`src/rtl/pi_bus_initiator_if.sv`:
```
// ---------------------------------------------------------------------------
// pi_bus_initiator_if
//   Bundles the client command/data handshakes and the multiplexed cartridge
//   bus of the PI initiator.
//
//   Client side : cmd_valid/cmd_ready/cmd_write/cmd_addr/cmd_len,
//                 wr_data/wr_valid/wr_ready, rd_data/rd_valid, done, busy
//   Cartridge   : ad_out/ad_oe/ad_in (shared AD bus), aleh/alel (address
//                 latch enables), read/write (active-low strobes)
//
//   master : the initiator (drives the cartridge bus, answers the client)
//   slave  : the client/cartridge model on the other side
// ---------------------------------------------------------------------------
interface pi_bus_initiator_if;
    logic        cmd_valid;
    logic        cmd_ready;
    logic        cmd_write;
    logic [31:0] cmd_addr;
    logic [7:0]  cmd_len;

    logic [15:0] wr_data;
    logic        wr_valid;
    logic        wr_ready;

    logic [15:0] rd_data;
    logic        rd_valid;

    logic        done;
    logic        busy;

    logic [15:0] ad_out;
    logic        ad_oe;
    logic [15:0] ad_in;
    logic        aleh;
    logic        alel;
    logic        read;
    logic        write;

    modport master (
        input  cmd_valid, cmd_write, cmd_addr, cmd_len,
        input  wr_data, wr_valid,
        input  ad_in,
        output cmd_ready, wr_ready, rd_data, rd_valid, done, busy,
        output ad_out, ad_oe, aleh, alel, read, write
    );

    modport slave (
        output cmd_valid, cmd_write, cmd_addr, cmd_len,
        output wr_data, wr_valid,
        output ad_in,
        input  cmd_ready, wr_ready, rd_data, rd_valid, done, busy,
        input  ad_out, ad_oe, aleh, alel, read, write
    );
endinterface

```
`src/rtl/pi_bus_initiator.sv`:
```
// ---------------------------------------------------------------------------
// pi_bus_initiator
//   Bus-master end of the N64 PI cartridge protocol. Takes a burst command
//   (1..256 halfwords) from a client and sequences ALEH/ALEL address phases,
//   a setup delay, then READ/WRITE strobe pulses separated by gaps. The
//   target auto-increments the address, so no address arithmetic is done.
//
//   Ports
//     clk         system clock
//     cold_reset  synchronous active-high reset
//     bus         pi_bus_initiator_if.master (client handshakes + AD bus)
//
//   Parameters (cycles)
//     T_ALE    each address half (>=1)
//     T_SETUP  ALEL fall to first strobe (>=1)
//     T_PULSE  strobe low per halfword (>=2)
//     T_GAP    strobe high after each halfword (>=2)
//
//   State table
//     state    | meaning
//     ---------+-----------------------------------------------------------
//     IDLE     | waiting for a command, cmd_ready high
//     ALE_HI   | aleh=alel=1, AD drives addr[31:16]
//     ALE_LO   | alel=1, AD drives addr[15:0] (bit 0 forced low)
//     SETUP    | address latched by target; write burst fetches word 0
//     STROBE   | read or write strobe low
//     GAP      | strobe high; write burst fetches the next word
//
//   Every output is a flop: next-cycle values are computed from the next
//   state and registered together.
// ---------------------------------------------------------------------------
module pi_bus_initiator #(
    parameter int T_ALE   = 4,
    parameter int T_SETUP = 8,
    parameter int T_PULSE = 6,
    parameter int T_GAP   = 4
) (
    input  logic                  clk,
    input  logic                  cold_reset,
    pi_bus_initiator_if.master    bus
);

    localparam logic [2:0] S_IDLE   = 3'd0;
    localparam logic [2:0] S_ALE_HI = 3'd1;
    localparam logic [2:0] S_ALE_LO = 3'd2;
    localparam logic [2:0] S_SETUP  = 3'd3;
    localparam logic [2:0] S_STROBE = 3'd4;
    localparam logic [2:0] S_GAP    = 3'd5;

    // Timer counts up from 0; a phase ends when it reaches its last value.
    localparam logic [7:0] ALE_LAST   = 8'(T_ALE - 1);
    localparam logic [7:0] SETUP_LAST = 8'(T_SETUP - 1);
    localparam logic [7:0] PULSE_LAST = 8'(T_PULSE - 1);
    localparam logic [7:0] GAP_LAST   = 8'(T_GAP - 1);

    // Sequencing state
    logic [2:0]  state_q,  state_d;
    logic [7:0]  timer_q,  timer_d;
    logic [7:0]  cnt_q,    cnt_d;
    logic [31:0] addr_q,   addr_d;
    logic        dir_wr_q, dir_wr_d;

    // Registered outputs
    logic        cmd_ready_q, cmd_ready_d;
    logic        wr_ready_q,  wr_ready_d;
    logic [15:0] rd_data_q,   rd_data_d;
    logic        rd_valid_q,  rd_valid_d;
    logic        done_q,      done_d;
    logic        busy_q,      busy_d;
    logic [15:0] ad_out_q,    ad_out_d;
    logic        ad_oe_q,     ad_oe_d;
    logic        aleh_q,      aleh_d;
    logic        alel_q,      alel_d;
    logic        read_q,      read_d;
    logic        write_q,     write_d;

    // Write-data fetch: wr_ready is held high from the first cycle of the
    // fetching phase until the handshake. While it is high and wr_valid is
    // low the phase is frozen (timer stays at 0, strobe stays high).
    logic wr_stall;
    logic wr_take;
    logic strobe_d;

    assign wr_stall = wr_ready_q && !bus.wr_valid;
    assign wr_take  = wr_ready_q &&  bus.wr_valid;

    always_comb begin
        state_d    = state_q;
        timer_d    = timer_q;
        cnt_d      = cnt_q;
        addr_d     = addr_q;
        dir_wr_d   = dir_wr_q;
        ad_out_d   = ad_out_q;
        rd_data_d  = rd_data_q;
        wr_ready_d = wr_ready_q;
        rd_valid_d = 1'b0;
        done_d     = 1'b0;

        case (state_q)
            S_IDLE: begin
                if (bus.cmd_valid && cmd_ready_q) begin
                    state_d  = S_ALE_HI;
                    timer_d  = 8'd0;
                    cnt_d    = bus.cmd_len;
                    addr_d   = bus.cmd_addr & 32'hFFFF_FFFE;
                    dir_wr_d = bus.cmd_write;
                    ad_out_d = addr_d[31:16];
                end
            end

            S_ALE_HI: begin
                if (timer_q == ALE_LAST) begin
                    state_d  = S_ALE_LO;
                    timer_d  = 8'd0;
                    ad_out_d = addr_q[15:0];
                end else begin
                    timer_d = timer_q + 8'd1;
                end
            end

            S_ALE_LO: begin
                if (timer_q == ALE_LAST) begin
                    state_d    = S_SETUP;
                    timer_d    = 8'd0;
                    wr_ready_d = dir_wr_q;
                end else begin
                    timer_d = timer_q + 8'd1;
                end
            end

            S_SETUP: begin
                if (!wr_stall) begin
                    if (wr_take) begin
                        ad_out_d   = bus.wr_data;
                        wr_ready_d = 1'b0;
                    end
                    if (timer_q == SETUP_LAST) begin
                        state_d = S_STROBE;
                        timer_d = 8'd0;
                    end else begin
                        timer_d = timer_q + 8'd1;
                    end
                end
            end

            S_STROBE: begin
                if (timer_q == PULSE_LAST) begin
                    state_d = S_GAP;
                    timer_d = 8'd0;
                    // Sample AD at the edge that ends the strobe.
                    if (!dir_wr_q) begin
                        rd_data_d  = bus.ad_in;
                        rd_valid_d = 1'b1;
                    end
                    // Only a gap that leads to another strobe fetches data.
                    wr_ready_d = dir_wr_q && (cnt_q != 8'd0);
                end else begin
                    timer_d = timer_q + 8'd1;
                end
            end

            S_GAP: begin
                if (!wr_stall) begin
                    if (wr_take) begin
                        ad_out_d   = bus.wr_data;
                        wr_ready_d = 1'b0;
                    end
                    if (timer_q == GAP_LAST) begin
                        timer_d = 8'd0;
                        if (cnt_q != 8'd0) begin
                            cnt_d   = cnt_q - 8'd1;
                            state_d = S_STROBE;
                        end else begin
                            state_d  = S_IDLE;
                            done_d   = 1'b1;
                            ad_out_d = 16'h0000;
                        end
                    end else begin
                        timer_d = timer_q + 8'd1;
                    end
                end
            end

            default: begin
                state_d    = S_IDLE;
                timer_d    = 8'd0;
                wr_ready_d = 1'b0;
                ad_out_d   = 16'h0000;
            end
        endcase

        // Bus-level outputs follow directly from where the FSM goes next.
        strobe_d    = (state_d == S_STROBE);
        aleh_d      = (state_d == S_ALE_HI);
        alel_d      = (state_d == S_ALE_HI) || (state_d == S_ALE_LO);
        read_d      = !(strobe_d && !dir_wr_d);
        write_d     = !(strobe_d &&  dir_wr_d);
        // Reads release AD once the address is latched; writes keep driving.
        ad_oe_d     = alel_d ||
                      (dir_wr_d && ((state_d == S_SETUP) ||
                                    (state_d == S_STROBE) ||
                                    (state_d == S_GAP)));
        busy_d      = (state_d != S_IDLE);
        cmd_ready_d = (state_d == S_IDLE);
    end

    always_ff @(posedge clk) begin
        if (cold_reset) begin
            state_q     <= S_IDLE;
            timer_q     <= 8'd0;
            cnt_q       <= 8'd0;
            addr_q      <= 32'd0;
            dir_wr_q    <= 1'b0;
            cmd_ready_q <= 1'b1;
            wr_ready_q  <= 1'b0;
            rd_data_q   <= 16'h0000;
            rd_valid_q  <= 1'b0;
            done_q      <= 1'b0;
            busy_q      <= 1'b0;
            ad_out_q    <= 16'h0000;
            ad_oe_q     <= 1'b0;
            aleh_q      <= 1'b0;
            alel_q      <= 1'b0;
            read_q      <= 1'b1;
            write_q     <= 1'b1;
        end else begin
            state_q     <= state_d;
            timer_q     <= timer_d;
            cnt_q       <= cnt_d;
            addr_q      <= addr_d;
            dir_wr_q    <= dir_wr_d;
            cmd_ready_q <= cmd_ready_d;
            wr_ready_q  <= wr_ready_d;
            rd_data_q   <= rd_data_d;
            rd_valid_q  <= rd_valid_d;
            done_q      <= done_d;
            busy_q      <= busy_d;
            ad_out_q    <= ad_out_d;
            ad_oe_q     <= ad_oe_d;
            aleh_q      <= aleh_d;
            alel_q      <= alel_d;
            read_q      <= read_d;
            write_q     <= write_d;
        end
    end

    assign bus.cmd_ready = cmd_ready_q;
    assign bus.wr_ready  = wr_ready_q;
    assign bus.rd_data   = rd_data_q;
    assign bus.rd_valid  = rd_valid_q;
    assign bus.done      = done_q;
    assign bus.busy      = busy_q;
    assign bus.ad_out    = ad_out_q;
    assign bus.ad_oe     = ad_oe_q;
    assign bus.aleh      = aleh_q;
    assign bus.alel      = alel_q;
    assign bus.read      = read_q;
    assign bus.write     = write_q;

endmodule

```
`src/flat_wrapper.sv`:
```
// flat-port wrapper written by rule: the top's interface ports become plain ports
module pi_bus_initiator_flat 
#(
    parameter int T_ALE   = 4,
    parameter int T_SETUP = 8,
    parameter int T_PULSE = 6,
    parameter int T_GAP   = 4
)
  (clk, cold_reset, bus_cmd_valid, bus_cmd_write, bus_cmd_addr, bus_cmd_len, bus_wr_data, bus_wr_valid, bus_ad_in, bus_cmd_ready, bus_wr_ready, bus_rd_data, bus_rd_valid, bus_done, bus_busy, bus_ad_out, bus_ad_oe, bus_aleh, bus_alel, bus_read, bus_write);
  pi_bus_initiator_if bus_i ();
  input  logic clk;
  input  logic cold_reset;
  input wire logic [$bits(bus_i.cmd_valid)-1:0] bus_cmd_valid;
  input wire logic [$bits(bus_i.cmd_write)-1:0] bus_cmd_write;
  input wire logic [$bits(bus_i.cmd_addr)-1:0] bus_cmd_addr;
  input wire logic [$bits(bus_i.cmd_len)-1:0] bus_cmd_len;
  input wire logic [$bits(bus_i.wr_data)-1:0] bus_wr_data;
  input wire logic [$bits(bus_i.wr_valid)-1:0] bus_wr_valid;
  input wire logic [$bits(bus_i.ad_in)-1:0] bus_ad_in;
  output wire logic [$bits(bus_i.cmd_ready)-1:0] bus_cmd_ready;
  output wire logic [$bits(bus_i.wr_ready)-1:0] bus_wr_ready;
  output wire logic [$bits(bus_i.rd_data)-1:0] bus_rd_data;
  output wire logic [$bits(bus_i.rd_valid)-1:0] bus_rd_valid;
  output wire logic [$bits(bus_i.done)-1:0] bus_done;
  output wire logic [$bits(bus_i.busy)-1:0] bus_busy;
  output wire logic [$bits(bus_i.ad_out)-1:0] bus_ad_out;
  output wire logic [$bits(bus_i.ad_oe)-1:0] bus_ad_oe;
  output wire logic [$bits(bus_i.aleh)-1:0] bus_aleh;
  output wire logic [$bits(bus_i.alel)-1:0] bus_alel;
  output wire logic [$bits(bus_i.read)-1:0] bus_read;
  output wire logic [$bits(bus_i.write)-1:0] bus_write;
  assign bus_i.cmd_valid = bus_cmd_valid;
  assign bus_i.cmd_write = bus_cmd_write;
  assign bus_i.cmd_addr = bus_cmd_addr;
  assign bus_i.cmd_len = bus_cmd_len;
  assign bus_i.wr_data = bus_wr_data;
  assign bus_i.wr_valid = bus_wr_valid;
  assign bus_i.ad_in = bus_ad_in;
  assign bus_cmd_ready = bus_i.cmd_ready;
  assign bus_wr_ready = bus_i.wr_ready;
  assign bus_rd_data = bus_i.rd_data;
  assign bus_rd_valid = bus_i.rd_valid;
  assign bus_done = bus_i.done;
  assign bus_busy = bus_i.busy;
  assign bus_ad_out = bus_i.ad_out;
  assign bus_ad_oe = bus_i.ad_oe;
  assign bus_aleh = bus_i.aleh;
  assign bus_alel = bus_i.alel;
  assign bus_read = bus_i.read;
  assign bus_write = bus_i.write;
  pi_bus_initiator #(.T_ALE(T_ALE), .T_SETUP(T_SETUP), .T_PULSE(T_PULSE), .T_GAP(T_GAP)) u_core (.clk(clk), .cold_reset(cold_reset), .bus(bus_i));
endmodule
```
`config.mk`:
```
export PLATFORM = sky130hd
export DESIGN_NAME = pi_bus_initiator_flat
export DESIGN_NICKNAME = d
export VERILOG_FILES = /design/src/rtl/pi_bus_initiator_if.sv /design/src/rtl/pi_bus_initiator.sv /design/src/flat_wrapper.sv
export SDC_FILE = /design/constraint.sdc
export NUM_CORES = 1
export LEC_CHECK = 0
export BUFFER_PORTS_ARGS = -buffer_cell sky130_fd_sc_hd__clkbuf_2
export CAP_MARGIN = 20
export CORE_UTILIZATION = 56
export CTS_CLUSTER_SIZE = 14
export DETAILED_ROUTE_END_ITERATION = 10
export PLACE_DENSITY = 0.84
export REMOVE_ABC_BUFFERS = 1
export SYNTH_ARGS = -nofsm -noshare
export SYNTH_HDL_FRONTEND = slang
export SYNTH_SLANG_ARGS = --single-unit
export TNS_END_PERCENT = 1
```
`constraint.sdc`:
```
create_clock -name clk -period 3.54 [get_ports clk]
set_clock_uncertainty 0.15 [all_clocks]
set_input_delay 0.708 -clock clk [delete_from_list [all_inputs] [get_ports clk]]
set_output_delay 0.708 -clock clk [all_outputs]
set_load 0.05 [all_outputs]
```
# Word level (Yosys, flattened, before mapping)
# Cells that the tools add are included.
dict set report word_totals {
  ff_bits 77
  inputBits 77
}
dict set report op_classes {
  add_sub_neg 2
  n_eq_ne 23
  mux 39
  bitwise 7
  n_reduce_logical 32
}
# cell count
set ops {}
lappend ops {{$mux 16} 7}
lappend ops {{$mux 8} 10}
lappend ops {{$pmux 16 s5} 1}
lappend ops {{$pmux 8 s5} 1}
lappend ops {{$mux 3} 9}
lappend ops {{$pmux 3 s6} 1}
lappend ops {{$eq 8x3->1 const B} 2}
lappend ops {{$pmux 8 s2} 1}
lappend ops {{$reduce_and 5->1} 3}
lappend ops {{$ne 2x1->1 const B} 7}
lappend ops {{$eq 3x2->1 const B} 4}
lappend ops {{$eq 3x3->1 const B} 4}
lappend ops {{$add 8x1->8 const B} 1}
lappend ops {{$eq 8x2->1 const B} 1}
lappend ops {{$mux 1} 8}
lappend ops {{$reduce_bool 8->1} 1}
lappend ops {{$reduce_or 2->1} 4}
lappend ops {{$sub 8x1->8 const B} 1}
lappend ops {{$logic_and 1x1->1} 7}
lappend ops {{$not 1->1} 7}
lappend ops {{$eq 3x1->1 const B} 2}
lappend ops {{$logic_not 3->1} 2}
lappend ops {{$ne 2x2->1 const B} 3}
lappend ops {{$reduce_and 3->1} 2}
lappend ops {{other kinds (8)} 14}

# Longest topological paths before layout
dict set report depth {
  depth_word 10
  depth_mapped 9
  mapped_depth_nobuf 7
}

# Worst setup path before layout
# No wires, ideal clock.
dict set report synth_timing {
  path_type {flip-flop to flip-flop}
  startpoint {register u_core.wr_ready_q, in the netlist u_core.bus.wr_ready}
  endpoint {register u_core.ad_out_q[10], in the netlist u_core.bus.ad_out[10]}
  setup_time_ns 0.086
  t_arrival_ns 1.944
  required_ns 3.304
  slack_ns 1.360
  stages_incl_launch_ff 7
  n_path_buf 1
  synth_period_minus_slack_ns 2.180
  path_cell_list {dfxtp_1 -> nand2_1 -> buf_2 -> mux2i_1 -> a211oi_1 -> a21oi_1 -> a211oi_1}
}
dict set report synth_between {
  elab_chain_len 6
  word_cells_on_any_way 11
}
# item line_no
set synth_lines {}
lappend synth_lines {{start: declaration} pi_bus_initiator.sv:65} ;# logic wr_ready_q, wr_ready_d;
lappend synth_lines {{start signal: assignment} pi_bus_initiator.sv:233} ;# wr_ready_q <= wr_ready_d;
lappend synth_lines {{$logic_and 1x1->1} pi_bus_initiator.sv:85} ;# assign wr_take = wr_ready_q && bus.wr_valid;
lappend synth_lines {{$mux 16} pi_bus_initiator.sv:164} ;# if (wr_take) begin
lappend synth_lines {{$mux 16} pi_bus_initiator.sv:170} ;# if (cnt_q != 8'd0) begin
lappend synth_lines {{$mux 16} pi_bus_initiator.sv:168} ;# if (timer_q == GAP_LAST) begin
lappend synth_lines {{$mux 16} pi_bus_initiator.sv:163} ;# if (!wr_stall) begin
lappend synth_lines {{$pmux 16 s5} pi_bus_initiator.sv:99} ;# case (state_q)
lappend synth_lines {{end signal: assignment} pi_bus_initiator.sv:238} ;# ad_out_q <= ad_out_d;
lappend synth_lines {{end: declaration} pi_bus_initiator.sv:70} ;# logic [15:0] ad_out_q, ad_out_d;
# Parallel ways exist; a longest one is shown, timed or not. The select of a mux whose other input is x is not followed.
# A chain may end at the register's enable or synchronous reset.

# Final worst setup path
dict set report layout_timing {
  startpoint {register u_core.timer_q[0]}
  endpoint {register u_core.read_q, in the netlist u_core.bus.read}
}
dict set report layout_between {
  elab_chain_len 7
  word_cells_on_any_way 14
}
# item line_no
set layout_lines {}
lappend layout_lines {{start: declaration} pi_bus_initiator.sv:58} ;# logic [7:0] timer_q, timer_d;
lappend layout_lines {{start signal: assignment} pi_bus_initiator.sv:228} ;# timer_q <= timer_d;
lappend layout_lines {{$eq 8x2->1 / $eq 8x3->1 (equally long branches)} -}
lappend layout_lines {{$mux 3 (on tied branches)} {pi_bus_initiator.sv:168, pi_bus_initiator.sv:137}}
lappend layout_lines {{$mux 3 (on tied branches)} {pi_bus_initiator.sv:163, pi_bus_initiator.sv:132}}
lappend layout_lines {{$pmux 3 s6 (*)} pi_bus_initiator.sv:99}
lappend layout_lines {{$eq 3x3->1 (*)} pi_bus_initiator.sv:193} ;# strobe_d = (state_d == S_STROBE);
lappend layout_lines {{$logic_and 1x1->1 (*)} pi_bus_initiator.sv:196} ;# read_d = !(strobe_d && !dir_wr_d);
lappend layout_lines {{$logic_not 1->1 (*)} pi_bus_initiator.sv:196}
lappend layout_lines {{end signal: assignment} pi_bus_initiator.sv:242} ;# read_q <= read_d;
lappend layout_lines {{end: declaration} pi_bus_initiator.sv:74} ;# logic read_q, read_d;
# Mark *: on every way between the ends. The rest lies on a longest branch, timed or not.

==> out/metrics.yaml <==
grt_pass1_wl_microns: 17400
synthTopCellsByArea: "dfxtp_1 38%, mux2i_1 12%, a21oi_1 7.8%, a211oi_1 5.9%, nand2_1 4.9%"
fin_tns_setup_ns: 0
p_per_area_mw_per_mm2: 437
hpwl_microns: 7700
rows: 30
pre_cts_ws_ns: 0.935
rsz0062_at_grt: "no"
netlist_area_sq_mm: 0.00410
multiInputGateArea_sq_mm: 0.00234
whs_ns: 0.307
antenna_left: 0
synthCells: 490
cts_max_path_buffers: 2
synth-seq-cells: 77
ys_types: 63
finalCritPeriodShare: 0.765
cts_setup_buffers: 0
status: "finished, final reports clean"
wire_per_inst_microns: 15.9
hold_violations: 0
area_delta_synth_final_pct: 21.1
numClockSinks: 77
root_buffer: "clkbuf_8"
cp.required_ns: 3.60
routed_wirelength_microns: 11100
firstDrtPassIters: 5
crit_fanout: 8
holdBufCountCts: 0
h-tree-depth: 3
p_leak_nw: 2.11
cp-end-kind: "flop"
grt_pass1_vias: 3687
fin_area_sq_mm: 0.00497
yosysTopAreaCell: "dfxtp_1"
via_per_inst: 5.96
regArea_sq_mm: 0.00154
synthArstFlopShare: 0
vias: 4144
layout-drive-gt1-share: 0.269
drv_slew: 0
gr-usage-all-layers: 0.290
yosysMostFrequentCell: "dfxtp_1"
vdd_drop_max_v: 0.000319
setup_viol_count_final: 0
drt_iter0_markers: 392
fmax_mhz: 369
holdCritPathClass: "flop to flop"
grt_max_degree: 42
clk_latency_ns: 0.37
die_h_microns: 87.6
cts_tree: "built"
seq_area_frac_synth: 0.376
min_period_ns: 2.71
slew_headroom: 0.508
final_util: 0.715
synth_top_area_share: 0.376
antenna_found_initial: 0
port_buffers: 117
start_kind: "flop"
cap_violations: 0
gp_congestion: 0.874
start_util: 0.591
clk_pin_slew_worst_paths_ns: 0.08
die_x_microns: 87.6
insertedDiodeCount: 0
num-fill-cells: 544
drc: 0
die_area_sq_mm: 0.00767
synth_edf_count: 0
cp.arrival_ns: 2.77
synth_warnings: 0
placed_cells: 679
pin_count: 119
power_mw: 2.17
instances_no_fill: 695
final_nets: 674
ctsResizeCount: 0
dpl_cell_area_sq_mm: 0.00473
tightest_slew_ns: 0.737
worst_slack_ns: 0.830
grt_overflow: 0
cts_buffers: 9
criticalPathCategory: "flop to flop"
core_area_sq_mm: 0.00694
synthFlopType: "dfxtp_1"
synth.avg_cell_area_sq_um: 8.37
synth_common_cells: "77 x dfxtp_1, 64 x a21oi_1, 53 x nand2_1"
-- routing by layer --
layer,GRT usage,wire (microns),vias to the layer above
met5,0,0,-
met4,0.110,212,0
met3,0.0528,870,24
met2,0.474,5250,198
met1,0.383,4750,1926
li1,-,-,1996
-- where the power goes --
part           switching, mW  internal, mW  total [mW]  leakage (nW)
Clock                  0.350         0.422       0.772         0.117
Combinational          0.286         0.156       0.442          1.36
Sequential            0.0439         0.914       0.957         0.629
Total                  0.679          1.49        2.17          2.11
-- state kept, by name, summed over array words and instances, names as in the netlist --
name,flops
u_core.state_q,3
u_core.addr_q,15
u_core.bus.rd_data,16
u_core.dir_wr_q,1
u_core.bus.ad_oe,1
u_core.bus.rd_valid,1
u_core.bus.wr_ready,1
u_core.bus.write,1
u_core.bus.cmd_ready,1
u_core.bus.read,1
u_core.cnt_q,8
u_core.bus.busy,1
u_core.bus.done,1
u_core.bus.alel,1
u_core.timer_q,8
u_core.bus.aleh,1
u_core.bus.ad_out,16
-- area by class of cell --
type	instances	area share
Inverter	7	0.00529
Sequential cell	77	0.310
Clock inverter	6	0.0191
Timing Repair Buffer	133	0.142
Tap cell	96	0.0242
Multi-Input combinational cell	366	0.471
Clock buffer	10	0.0277
-- critical path: stages (launching register included) --
cell and delay [ns]:
dfxtp_1 0.44, ha_1 0.26, nand2b_1 0.17, nor3_2 0.54, a2111oi_0 0.22, nor4_1 0.63
nand3_1 0.15
-- cell families after synthesis --
| group | after synthesis | synth area share |
|---|---|---|
| AO/OA/AOI/OAI | 154 | 0.239 |
| XOR/XNOR | 5 | 0.0107 |
| adder cells (fa/ha/maj) | 3 | 0.00915 |
| buffers and inverters | 47 | 0.0558 |
| flip-flops | 77 | 0.376 |
| multiplexers | 48 | 0.117 |
| AND/OR/NAND/NOR | 156 | 0.192 |
-- cell usage in the layout (no fill, tap or decap), drive strengths merged, types with 2 or more instances in the layout --
master and n:
or3 5, nor2 38, nor2b 7, mux2i 48, a211o 2, o22ai 18, clkbuf 127, inv 7
ha 3, and2 5, and3 2, nor3 10, nand4 2, nand2b 6, bufinv 2, nor4 7
dfxtp 77, xnor2 5, a211oi 32, a21oi 65, nor4b 2, nand2 53, a2bb2oi 2, or2 2
a21o 4, clkinv 4, nand3 8, nand3b 5, buf 16, a31oi 3, o21ai 11
-- worst paths after layout --
kind,start,end,slack (ns),cells after the start
max,u_core.timer_q[0],u_core.bus.read,0.83,6
min,u_core.addr_q[14],u_core.addr_q[14],0.31,2
max reg2reg,u_core.timer_q[0],u_core.bus.read,0.83,6
min reg2reg,u_core.addr_q[14],u_core.addr_q[14],0.31,2
(Power assumes the default switching activity.)
